===== config.mk =====
export PLATFORM = sky130hd
export DESIGN_NAME = sd_spi_master
export DESIGN_NICKNAME = d
export VERILOG_FILES = /design/src/rtl/sd_spi_pkg.sv /design/src/rtl/sd_spi_tick.sv /design/src/rtl/sd_spi_master.sv
export SDC_FILE = /design/constraint.sdc
export NUM_CORES = 1
export LEC_CHECK = 0
export CAP_MARGIN = 40
export CORE_ASPECT_RATIO = 0.9
export CORE_MARGIN = 2
export CORE_UTILIZATION = 29
export CTS_BUF_LIST = sky130_fd_sc_hd__clkbuf_8
export DETAILED_ROUTE_END_ITERATION = 12
export SLEW_MARGIN = 30
export SYNTH_ARGS = -nofsm -noshare
export SYNTH_HDL_FRONTEND = slang
export SYNTH_SLANG_ARGS = --single-unit

===== constraint.sdc =====
create_clock -name clk -period 4.6 [get_ports clk]
set_input_delay 1.38 -clock clk [delete_from_list [all_inputs] [get_ports clk]]
set_output_delay 1.38 -clock clk [all_outputs]
set_load 0.005 [all_outputs]

===== src/rtl/sd_spi_pkg.sv =====
// Shared register map, FSM encodings and CTRL bit positions for the SD card SPI byte engine.
package sd_spi_pkg;

  localparam logic [1:0] REG_CTRL   = 2'd0;
  localparam logic [1:0] REG_DATA   = 2'd1;
  localparam logic [1:0] REG_STATUS = 2'd2;
  localparam logic [1:0] REG_RSVD   = 2'd3;

  localparam logic [1:0] ST_IDLE = 2'd0;
  localparam logic [1:0] ST_LOW  = 2'd1;
  localparam logic [1:0] ST_HIGH = 2'd2;
  localparam logic [1:0] ST_DONE = 2'd3;

  localparam int CTRL_CS   = 0;
  localparam int CTRL_FAST = 1;

endpackage


===== src/rtl/sd_spi_tick.sv =====
// Loadable half-period down-counter: load sets div-1, tick is high while the count sits at zero.
// Zero latency from count to tick; no backpressure, the owner reloads on every tick it consumes.
module sd_spi_tick #(
  parameter int DIVW = 8
) (
  input  logic            clk,
  input  logic            reset_n,
  input  logic            load,
  input  logic [DIVW-1:0] div,
  output logic            tick
);

  logic [DIVW-1:0] cnt;

  always_ff @(posedge clk or negedge reset_n) begin
    if (!reset_n) begin
      cnt <= '0;
    end else if (load) begin
      cnt <= div - DIVW'(1);
    end else if (cnt != '0) begin
      cnt <= cnt - DIVW'(1);
    end
  end

  assign tick = (cnt == '0);

endmodule


===== src/rtl/sd_spi_master.sv =====
// SPI mode-0 byte engine with CTRL/DATA/STATUS registers; a byte takes 16*DIV cycles, busy meanwhile.
// No backpressure: a DATA write while a transfer (including its DONE cycle) is active is dropped and flagged as overrun.
module sd_spi_master
  import sd_spi_pkg::*;
#(
  parameter int DIV_SLOW = 80,
  parameter int DIV_FAST = 2,
  parameter int DIVW     = 8
) (
  input  logic       clk,
  input  logic       reset_n,
  input  logic [1:0] sel,
  input  logic       wr,
  input  logic       rd,
  input  logic [7:0] wdata,
  output logic [7:0] rdata,
  output logic       busy,
  output logic       sd_cs_n,
  output logic       sd_clk,
  output logic       sd_mosi,
  input  logic       sd_miso
);

  logic [1:0]      state;
  logic            ctrl_cs;
  logic            ctrl_fast;
  logic            overrun;
  logic [6:0]      tx_sr;
  logic [7:0]      rx_sr;
  logic [7:0]      rx_reg;
  logic [2:0]      bit_cnt;
  logic            last_bit;
  logic            miso_s1;
  logic            miso_s2;
  logic [DIVW-1:0] div_q;
  logic [DIVW-1:0] div_sel;
  logic [DIVW-1:0] div_ld;
  logic            tick;
  logic            tick_load;
  logic            wr_data;
  logic            start;
  logic            shifting;

  assign wr_data   = wr && (sel == REG_DATA);
  assign start     = wr_data && (state == ST_IDLE);
  assign shifting  = (state == ST_LOW) || (state == ST_HIGH);
  assign busy      = shifting;
  assign sd_cs_n   = ~ctrl_cs;
  assign div_sel   = ctrl_fast ? DIVW'(DIV_FAST) : DIVW'(DIV_SLOW);
  assign div_ld    = start ? div_sel : div_q;
  assign tick_load = start || (shifting && tick);

  sd_spi_tick #(
    .DIVW (DIVW)
  ) u_tick (
    .clk     (clk),
    .reset_n (reset_n),
    .load    (tick_load),
    .div     (div_ld),
    .tick    (tick)
  );

  always_ff @(posedge clk or negedge reset_n) begin
    if (!reset_n) begin
      miso_s1 <= 1'b1;
      miso_s2 <= 1'b1;
    end else begin
      miso_s1 <= sd_miso;
      miso_s2 <= miso_s1;
    end
  end

  // rx_reg only moves on the HIGH->DONE edge, so an aborted byte never becomes visible.
  always_ff @(posedge clk or negedge reset_n) begin
    if (!reset_n) begin
      state    <= ST_IDLE;
      sd_clk   <= 1'b0;
      sd_mosi  <= 1'b1;
      tx_sr    <= '0;
      rx_sr    <= 8'hFF;
      rx_reg   <= 8'hFF;
      bit_cnt  <= '0;
      last_bit <= 1'b0;
      div_q    <= DIVW'(DIV_SLOW);
    end else begin
      case (state)
        ST_IDLE: begin
          if (start) begin
            state    <= ST_LOW;
            tx_sr    <= wdata[6:0];
            sd_mosi  <= wdata[7];
            div_q    <= div_sel;
            bit_cnt  <= '0;
            last_bit <= 1'b0;
          end
        end
        ST_LOW: begin
          if (tick) begin
            state    <= ST_HIGH;
            sd_clk   <= 1'b1;
            rx_sr    <= {rx_sr[6:0], miso_s2};
            bit_cnt  <= bit_cnt + 3'd1;
            last_bit <= (bit_cnt == 3'd7);
          end
        end
        ST_HIGH: begin
          if (tick) begin
            sd_clk <= 1'b0;
            if (last_bit) begin
              state   <= ST_DONE;
              sd_mosi <= 1'b1;
              rx_reg  <= rx_sr;
            end else begin
              state   <= ST_LOW;
              sd_mosi <= tx_sr[6];
              tx_sr   <= {tx_sr[5:0], 1'b0};
            end
          end
        end
        ST_DONE: begin
          state <= ST_IDLE;
        end
        default: begin
          state <= ST_IDLE;
        end
      endcase
    end
  end

  // A new overrun in the same cycle as a STATUS read wins over the clear.
  always_ff @(posedge clk or negedge reset_n) begin
    if (!reset_n) begin
      ctrl_cs   <= 1'b0;
      ctrl_fast <= 1'b0;
      overrun   <= 1'b0;
      rdata     <= 8'h00;
    end else begin
      if (wr && (sel == REG_CTRL)) begin
        ctrl_cs   <= wdata[CTRL_CS];
        ctrl_fast <= wdata[CTRL_FAST];
      end
      if (wr_data && (state != ST_IDLE)) begin
        overrun <= 1'b1;
      end else if (rd && (sel == REG_STATUS)) begin
        overrun <= 1'b0;
      end
      if (rd) begin
        case (sel)
          REG_CTRL:   rdata <= {6'b0, ctrl_fast, ctrl_cs};
          REG_DATA:   rdata <= rx_reg;
          REG_STATUS: rdata <= {6'b0, overrun, busy};
          default:    rdata <= 8'hFF;
        endcase
      end
    end
  end

endmodule

# After elaboration in Yosys (flattened, before gate mapping)
# Index checks and enable logic that the tools add are counted.
dict set report word_totals {
  reg_bits 60
  wordCells 84
}
dict set report classes {
  addsub 3
  eq_ne 10
  mux 29
  reduce_logical 25
  bitwise_logic 1
}
# operator n
set op_table {}
lappend op_table {{$mux 7} 4}
lappend op_table {{$mux 8} 3}
lappend op_table {{$pmux 8 s3} 1}
lappend op_table {{$sub 8x1->8 const B} 2}
lappend op_table {{$reduce_and 3->1} 5}
lappend op_table {{$pmux 7 s2} 1}
lappend op_table {{$reduce_bool 2->1} 6}
lappend op_table {{$mux 1} 9}
lappend op_table {{$logic_not 8->1} 1}
lappend op_table {{$mux 2} 4}
lappend op_table {{$ne 2x2->1 const B} 4}
lappend op_table {{$pmux 2 s4} 1}
lappend op_table {{$reduce_bool 8->1} 1}
lappend op_table {{$eq 2x2->1 const B} 3}
lappend op_table {{$logic_and 1x1->1} 6}
lappend op_table {{$mux 3} 2}
lappend op_table {{$pmux 1 s2} 3}
lappend op_table {{$pmux 3 s2} 1}
lappend op_table {{$eq 2x1->1 const B} 2}
lappend op_table {{$logic_not 2->1} 2}
lappend op_table {{$reduce_and 4->1} 1}
lappend op_table {{$add 3x1->3 const B} 1}
lappend op_table {{$eq 3x3->1 const B} 1}
lappend op_table {{$logic_or 1x1->1} 2}
lappend op_table {{other kinds (2)} 2}

# Longest topological paths before layout
# Gate-level depths: netlist of the first run.
dict set report logic_depth {
  depth_word 6
  depth_mapped 12
  mapped_depth_nobuf 11
}

# Cells and area by module
# From an unflattened synthesis of the first run, not the netlist that was laid out.
dict set report hier_totals {
  cells_unflattened 271
  hier_area_um2 3093.0
}
# mod area_per_inst_um2 cells_per_inst instances seq_area_each_um2
set modules_own_cells {}
lappend modules_own_cells {sd_spi_master 2491.1 211 1 1327.5}
lappend modules_own_cells {sd_spi_tick 601.8 60 1 200.2}

# Least setup slack after synthesis of the first run
# Ideal clock, no wire load.
dict set report synth_timing {
  kind {input port to flip-flop}
  startpoint {in sel[0]}
  endpoint {reg u_tick.cnt[6]}
  path_buffers 2
  stages 11
  required_time_ns 4.464
  t_arrival_ns 2.962
  setup_slack_ns 1.502
  setup_time_ns 0.136
  path_cell_list {buf_2 -> nand4b_1 -> buf_2 -> nand2_1 -> o211ai_1 -> inv_1 -> ha_1 -> inv_1 -> nor4_1 -> xnor2_1 -> nor2_1}
}
dict set report synth_between {
  elab_chain_cells 6
}
# item line
set synth_rtl {}
lappend synth_rtl {{start, declared} sd_spi_master.sv:12} ;# input logic [1:0] sel,
lappend synth_rtl {{$eq 2x1->1 *} sd_spi_master.sv:44} ;# assign wr_data = wr && (sel == REG_DATA);
lappend synth_rtl {{$logic_and 1x1->1 *} sd_spi_master.sv:44}
lappend synth_rtl {{$logic_and 1x1->1 *} sd_spi_master.sv:45} ;# assign start = wr_data && (state == ST_IDLE);
lappend synth_rtl {{$mux 8} -}
lappend synth_rtl {{$sub 8x1->8} sd_spi_tick.sv:19} ;# cnt <= div - DIVW'(1);
lappend synth_rtl {{$mux 8} sd_spi_tick.sv:18} ;# end else if (load) begin
lappend synth_rtl {{end signal, assigned} sd_spi_tick.sv:19}
lappend synth_rtl {{end signal, assigned} sd_spi_tick.sv:21} ;# cnt <= cnt - DIVW'(1);
lappend synth_rtl {{end, declared} sd_spi_tick.sv:13} ;# logic [DIVW-1:0] cnt;
# Every way passes the cells marked *; elsewhere a longest branch is shown, timed or not.
# A chain may end at the register's enable or synchronous reset.

# Worst setup path in the final report of the first run
dict set report layout_timing {
  startpoint {in sel[1]}
  endpoint {reg u_tick.cnt[7]}
}
# The elaborated chain is that of the path after synthesis.

==> impl_metrics.toml, run 1 <==
[grt]
grt_remaining_overflow = 0
grt_start_max_net_pins = 24
antenna_found_initial = 0
grt_pass1_vias = 1917
grt.total_usage_pct = 11.5
grt_pass1_wl_um = 9230

[die]
core-area_um2 = 9530
placementRows = 34
die_area_um2 = 10500
die_h_um = 97.4
io_pins = 27
initial_core_util_pct = 29.5
die_w_um = 108

[sta]
relSlewSlack_pct = 54.1
worst_pin_slew_ps = 689
finalCritPeriodShare_pct = 81.3
grt_setup_unrepaired = "false"
drv_slew = 0
fin_crit_ps = 3740
setup_viol = 0
fin_setup_tns_ps = 0
clock_skew_ps = 9.94
fmax_mhz = 267
hold_violations = 0

[routing]
drc = 0
routed_wl_um = 5380
postRouteAntennaNets = 0
wl_per_cell_um = 13.2
drt_iter0_markers = 58
via_per_inst = 4.67
vias = 1902
drtPass1Iterations = 4

[cts]
clock-sinks = 60
post_cts_buffers = 0
cts_buffers = 9
cts_tree = "built"
worstSkewPairLatency_ps = 350
cts-htree-levels = 3
cts.clk_slew.worst_paths_ps = 60
clock-root-buffer = "clkbuf_8"
post_cts_resized = 0
clockBufferDepth = 2
ctsHoldBuffers = 0

[synthesis]
syn_inst = 248
synth-edff-count = 0
synth_top_family_by_area = "compound AO/OA/AOI/OAI gates"
synthSimpleGateAreaFrac_pct = 11.8
synth-async-reset-ratio_pct = 100
synth_compound_area_share_pct = 13.8
synthMuxAreaShare_pct = 11.6
synth_seq_area_share_pct = 54.4
synthAdderAreaFrac_pct = 3.12
yosys_warnings = 0
syn_area_um2 = 2810
synth_nets = 270
synth-main-ff-cell = "dfrtp_1"
ys_ff_latch = 60
synth-xor-area-share_pct = 1.25
syn_area_per_cell_um2 = 11.3
synth_cell_type_count = 40

[place]
dp.cells = 391
gp_congestion = 0.796
hpwl_um = 3890
placed_area_um2 = 3210
port_buffers = 26

[layout]
nFillCells = 979
layout_common_cells = "dfrtp_1, clkdlybuf4s50_1, inv_1, o21ai_0"
finalNonFillerCells = 407
fin_area_um2 = 3360
final_common_cell = "dfrtp_1"
utilization_pct = 35.2
final_nets = 298
drive_gt1_share_pct = 22.8
area_growth_pct = 19.5
diodes = 0

[setup_path]
rr_startpoint = "state[0]"
cp_data_arrival_time_ps = 3970
endpoint_kind = "flip-flop"
path_class = "in2reg"
cp_data_required_time_ps = 4830
startpoint_type = "input port"
startpoint = "sel[1]"
critPathMaxFanout = 16

[power_and_ir_drop]
power_mw = 0.986
vdd_drop_max_mv = 0.128
power.leakage_nw = 1.44
power_density_nw_per_um2 = 294

[status]
status = "completed"

[min_path]
hold_path.class = "reg2reg"
hold_start = "miso_s1"

[run]
maxCapViolCount = 0
-- synth_stat cells (all sizes together) (7+ instances only) --
master | number | share of area (%)
dfstp | 21 | 20
mux2i | 9 | 3.2
o211ai | 7 | 1.9
o21ai | 24 | 4.4
dfrtp | 39 | 35
nor2 | 16 | 2.1
a22o | 8 | 2.5
mux2 | 21 | 8.4
a21oi | 14 | 2.6
ha | 7 | 3.1
inv | 15 | 2.0
nand2 | 14 | 2.1
and2 | 8 | 1.8
-- critical path: stages --
cell	delay (ps)
clkdlybuf4s50_1	600
nand4b_1	600
nand3_1	270
o21ai_1	130
or3_1	390
nor4_2	230
mux2_2	370
-- layer usage --
layer  routed length [µm]  GRT usage (%)
met5                    0              0
met4                  159           6.61
met3                  291           3.76
met2                 2420           16.8
met1                 2500           14.7
-- power by group --
part	switching, mW	total, mW	internal (mW)
clock network	0.188	0.369	0.181
registers	0.00835	0.550	0.541
logic	0.0300	0.0671	0.0371
-- cells by family (layout without fill, tap and decap cells) --
family,Yosys count,in the layout
AOI/OAI and AO/OA,61,61
DFF,60,60
buffers and inverters,27,60
adders and majority gates,7,7
and+or+nand+nor,59,59
muxes,30,30
xor gates and xnor gates,4,4
-- cell type report --
class / count / area [µm²] / share of cell area, %
Clock buffer: 9 / 124 / 3.69
Timing Repair Buffer: 29 / 298 / 8.87
Multi-Input combinational cell: 161 / 1170 / 34.8
Sequential cell: 60 / 1530 / 45.5
Tap cell: 126 / 158 / 4.70
Clock inverter: 7 / 26.3 / 0.783
Inverter: 15 / 56.3 / 1.68
-- path summary, 6_finish.rpt --
path | slack [ps] | cells after the start | to
min in group asynchronous | 1000 | 1 | u_tick.cnt[4]
max in group asynchronous | 2870 | 2 | sd_mosi
min reg2reg | 350 | 0 | miso_s2
max reg2reg | 1780 | 8 | u_tick.cnt[7]
min | 350 | 0 | miso_s2
max | 860 | 7 | u_tick.cnt[7]
-- per-stage QoR --
stage / setup WS, ps / hold WS (ps)
6_report: 858 / 355
3_5_place_dp: 533 / 347
2_1_floorplan: 1500 / 345
4_1_cts: 894 / 356
3_3_place_gp: 575 / 346
5_1_grt: 607 / 361
Note: power is estimated with default switching activity, not from simulation.
==> inputs of run 2 (changes only) <==
==> constraint.sdc (replaced) <==
create_clock -name clk -period 3.72 [get_ports clk]
set_input_delay 1.116 -clock clk [delete_from_list [all_inputs] [get_ports clk]]
set_output_delay 1.116 -clock clk [all_outputs]
set_load 0.005 [all_outputs]
==> run 2 against run 1 <==
  * Die area did not move
  * Wire length grew 1.2%
  * Clock skew fell by 2.5 ps
  * Cell count up 0.49%
  * Register-to-register slack lost 660 ps
  * Global-route usage barely moved
  * Combinational power is 21% higher
  * Worst setup slack worse by 160 ps
  * Clock power rose by 49%
  * Final area grew 1.5%
  * Via count barely moved
  * Critical path depth unchanged
==> impl_metrics.toml, run 2 (synthesis gave the netlist of run 1 again) <==
[status]
status = "completed"

[sta]
fin_setup_tns_ps = 0
grt_setup_unrepaired = "false"
hold_violations = 0
clock_skew_ps = 7.48
finalCritPeriodShare_pct = 81.4
setup_viol = 0
drv_slew = 0
fmax_mhz = 330
relSlewSlack_pct = 52.8
fin_crit_ps = 3030
worst_pin_slew_ps = 709

[setup_path]
path_depth = 7
path_delay_family = "simple AND/OR/NAND/NOR gates"
path_class = "in2reg"
cp_data_arrival_time_ps = 3250
cp_data_required_time_ps = 3940
path_buf_inv = 1
critPathMaxFanout = 7
startpoint = "wr"
startpoint_type = "input port"
path_cells = "clkdlybuf4s50_1, and4b_1, nand2_4, o2bb2ai_2, or3_1, nor4_2, mux2_2"
reg2regPathDepth = 8
slowest_stage = "clkdlybuf4s50_1"
endpoint_kind = "flip-flop"
rr_startpoint = "state[1]"
slowest_delay_ps = 540

[power_and_ir_drop]
power_switching_share_pct = 22.0
vdd_drop_max_mv = 0.200
p_int_mw = 1.02
power.leakage_nw = 1.46
comb_power_share_pct = 6.2
pwr-share-clk_pct = 42.0
pwr-share-seq_pct = 51.8
power_density_nw_per_um2 = 385
netSwitchingPower_mw = 0.289

[routing]
via_per_inst = 4.65
drc = 0
vias = 1901
drt_iter0_markers = 125
postRouteAntennaNets = 0
wl_per_cell_um = 13.3
drtPass1Iterations = 4
routed_wl_um = 5440

[layout]
nFillCells = 965
fin_area_um2 = 3410
final_nets = 300
ff_latch_area_um2 = 1530
diodes = 0
multiInputGateArea_um2 = 1170
final_common_cell = "dfrtp_1"
utilization_pct = 35.7
drive_gt1_share_pct = 25.1
area_growth_pct = 21.2
layout_common_cells = "dfrtp_1, clkdlybuf4s50_1, o21ai_0"

[die]
die_h_um = 97.4
placementRows = 34
io_pins = 27
die_area_um2 = 10500
initial_core_util_pct = 29.5
core-area_um2 = 9530
die_w_um = 108

[cts]
cts.clk_slew.worst_paths_ps = 60
cts-htree-levels = 3
post_cts_buffers = 0
clockBufferDepth = 2
clock-sinks = 60
post_cts_resized = 0
ctsHoldBuffers = 0
worstSkewPairLatency_ps = 340
clock-root-buffer = "clkbuf_8"
cts_tree = "built"
cts_buffers = 9

[place]
hpwl_um = 3790
gp_congestion = 0.831
placed_area_um2 = 3210
port_buffers = 26

[run]
maxCapViolCount = 0

[grt]
grt_pass1_wl_um = 9160
grt.total_usage_pct = 11.4
grt_remaining_overflow = 0
grt_start_max_net_pins = 32
antenna_found_initial = 0
grt_pass1_vias = 1860

[min_path]
hold_start = "miso_s1"
whs_path_depth = 0
hold_path.class = "reg2reg"
run 2: cell types whose count changed in the layout (fill, tap and decap cells not counted):
| cell | before | now |
|---|---|---|
| inv_1 | 22 | 17 |
| clkbuf_8 | 9 | 13 |
| buf_4 | 2 | 4 |
| buf_12 | 0 | 1 |
| buf_16 | 1 | 0 |
| clkinv_2 | 0 | 1 |
run 2: per-layer routing:
metal  vias to the layer above  share of wire (%)  track usage, %
li1                        932                  -               -
met1                       930                 47            14.5
met2                        31                 47            17.2
met3                         8                4.7            3.55
met4                         0                1.8            6.21
met5                         -                  0               0
run 2: final cells by class:
type / instances / share of cell area, %
flip-flops and latches: 60 / 44.9
well taps: 126 / 4.63
inverters: 15 / 1.65
clock buffers: 13 / 5.25
clock inverters: 3 / 0.367
repair buffers: 31 / 8.96
multi-input cells: 161 / 34.3
run 2: power groups by stage:
stage / registers [mW] / logic (mW) / clock network, mW
after floorplan: 0.689 / 0.0245 / 0
after global placement: 0.691 / 0.0837 / 0
after detailed placement: 0.691 / 0.0839 / 0
after CTS: 0.680 / 0.0846 / 0.568
after global routing: 0.681 / 0.0913 / 0.603
final: 0.679 / 0.0815 / 0.551
run 2: metrics by stage:
stage / setup slack [ps] / hold slack [ps] / total power, mW / std cells
after global routing: 569 / 359 / 1.38 / 409
after floorplan: 886 / 345 / 0.713 / 248
after global placement: 354 / 347 / 0.775 / 393
after CTS: 686 / 357 / 1.33 / 409
final: 693 / 356 / 1.31 / 409
after detailed placement: 335 / 348 / 0.775 / 393
run 2: final timing paths:
check	to	slack (ps)
max in group asynchronous	rx_reg[6]	2210
max reg2reg	u_tick.cnt[7]	1120
min	miso_s2	360
min reg2reg	miso_s2	360
max	u_tick.cnt[7]	690
min in group asynchronous	sd_clk	820
==> inputs of run 3 (changes only) <==
==> constraint.sdc (replaced) <==
create_clock -name clk -period 2.63 [get_ports clk]
set_input_delay 0.789 -clock clk [delete_from_list [all_inputs] [get_ports clk]]
set_output_delay 0.789 -clock clk [all_outputs]
set_load 0.005 [all_outputs]
==> run 3 against run 2 <==
  * Worst setup slack worse by 590 ps
  * Combinational power is 44% higher
  * Clock power grew 48%
  * Largest power group unchanged
  * Critical path type unchanged
  * Critical path depth unchanged
  * Core utilization grew 1.7 points
  * Via count up 3.4%
  * Worst hold slack about the same
  * Highest routed layer unchanged
  * Wire length increased by 2.2%
  * Die area unchanged
  * Clock-buffer cell count fell by 3
  * Sequential power rose by 41%
==> impl_metrics.toml, run 3 (synthesis gave the netlist of run 1 again) <==
[grt]
grt_remaining_overflow = 0
grt_start_max_net_pins = 38
grt.total_usage_pct = 11.6
antenna_found_initial = 0
grt_pass1_wl_um = 9540
grt_pass1_vias = 1970

[status]
status = "completed"

[setup_path]
critPathMaxFanout = 4
endpoint_kind = "flip-flop"
rr_startpoint = "u_tick.cnt[5]"
cp_data_required_time_ps = 2850
startpoint_type = "input port"
path_class = "in2reg"
rrSetupSlack_ps = 320
reg2regPathDepth = 8
r2r_end = "u_tick.cnt[2]"
cp_data_arrival_time_ps = 2750

[min_path]
hold_path.class = "reg2reg"
min_to = "miso_s2"
hold_start = "miso_s1"
whs_path_depth = 0

[power_and_ir_drop]
power.leakage_nw = 1.53
vdd_drop_max_mv = 0.232
power_switching_share_pct = 22.6
p_int_mw = 1.46
power_mw = 1.89
power_density_nw_per_um2 = 531
netSwitchingPower_mw = 0.428
pwr-share-seq_pct = 50.8
pwr-share-clk_pct = 43.0
comb_power_share_pct = 6.2

[layout]
drive_gt1_share_pct = 30.3
finalNonFillerCells = 426
final_nets = 318
final_common_cell = "dfrtp_1"
layout_common_cells = "dfrtp_1, clkdlybuf4s50_1, o21ai_0"
diodes = 0
area_growth_pct = 26.9

[routing]
postRouteAntennaNets = 0
wl_per_cell_um = 13.1
drc = 0
drt_iter0_markers = 107
drtPass1Iterations = 4
via_per_inst = 4.62
vias = 1966
routed_wl_um = 5560

[sta]
finalWorstSetupSlack_ps = 101
worst_pin_slew_ps = 605
fmax_mhz = 395
finalCritPeriodShare_pct = 96.2
relSlewSlack_pct = 59.7
hold_slack_ps = 356
clock_skew_ps = 10.8
hold_violations = 0
grt_setup_unrepaired = "false"
drv_slew = 0
fin_crit_ps = 2530
setup_viol = 0

[place]
hpwl_um = 3900
dp.cells = 411
dp_worst_setup_slack_ps = -245
port_buffers = 26
gp_congestion = 0.812

[cts]
clock-sinks = 60
post_cts_buffers = 0
cts-htree-levels = 3
worstSkewPairLatency_ps = 340
ctsHoldBuffers = 0
cts.clk_slew.worst_paths_ps = 60
clock-root-buffer = "clkbuf_8"
cts_tree = "built"
clockBufferDepth = 2
cts_buffers = 9
post_cts_resized = 1

[die]
die_w_um = 108
io_pins = 27
die_area_um2 = 10500
core-area_um2 = 9530
die_h_um = 97.4
initial_core_util_pct = 29.5
placementRows = 34

[run]
maxCapViolCount = 0
-- run 3: routing by layer --
metal / global-route usage (%) / share of wire, % / vias up / wire, µm
met4: 5.33 / 2.0 / 0 / 114
met5: 0 / 0 / - / 0
li1: - / - / 968 / -
met3: 3.35 / 4.4 / 9 / 244
met1: 16.3 / 51 / 953 / 2810
met2: 16.5 / 43 / 36 / 2390
-- run 3: area by class of cell --
class / count / area, µm²
Inverter: 15 / 56.3
Clock buffer: 10 / 138
Timing Repair Buffer: 49 / 444
Multi-Input combinational cell: 161 / 1190
Sequential cell: 60 / 1530
Tap cell: 126 / 158
Fill cell: 966 / 5970
Clock inverter: 5 / 53.8
-- run 3: power groups by stage --
| stage | clock network (mW) | registers, mW | logic, mW |
|---|---|---|---|
| floorplan | 0 | 0.974 | 0.0347 |
| finish | 0.814 | 0.960 | 0.117 |
| global route | 0.876 | 0.963 | 0.132 |
| global placement | 0 | 0.976 | 0.119 |
| CTS | 0.839 | 0.961 | 0.121 |
| detailed placement | 0 | 0.976 | 0.120 |
-- run 3: how the worst max path moves through the flow --
stage               startpoint       endpoint  slack (ps)  cells past startpoint
finish                      wr  u_tick.cnt[7]         100                      7
detailed placement      sel[1]  u_tick.cnt[7]        -240                      7
global route                wr  u_tick.cnt[7]           2                      7
global placement            wr  u_tick.cnt[7]        -230                      7
CTS                   state[1]           busy         0.3                      3
floorplan               sel[0]  u_tick.cnt[6]         120                     11
-- run 3: stage by stage --
stage	utilization, %	TNS (ps)	instance area, µm²
2_1_floorplan	-	0	2810
3_3_place_gp	35.1	-653	3350
3_5_place_dp	35.1	-779	3350
4_1_cts	37.2	0	3540
5_1_grt	37.4	0	3560
6_report	37.4	0	3560
-- run 3: critical path: stages --
cell and delay [ps]:
clkdlybuf4s50_1 510, and4b_1 340, nand2_4 80, o2bb2ai_2 130
or3_1 320, nor4_2 230, mux2_2 360
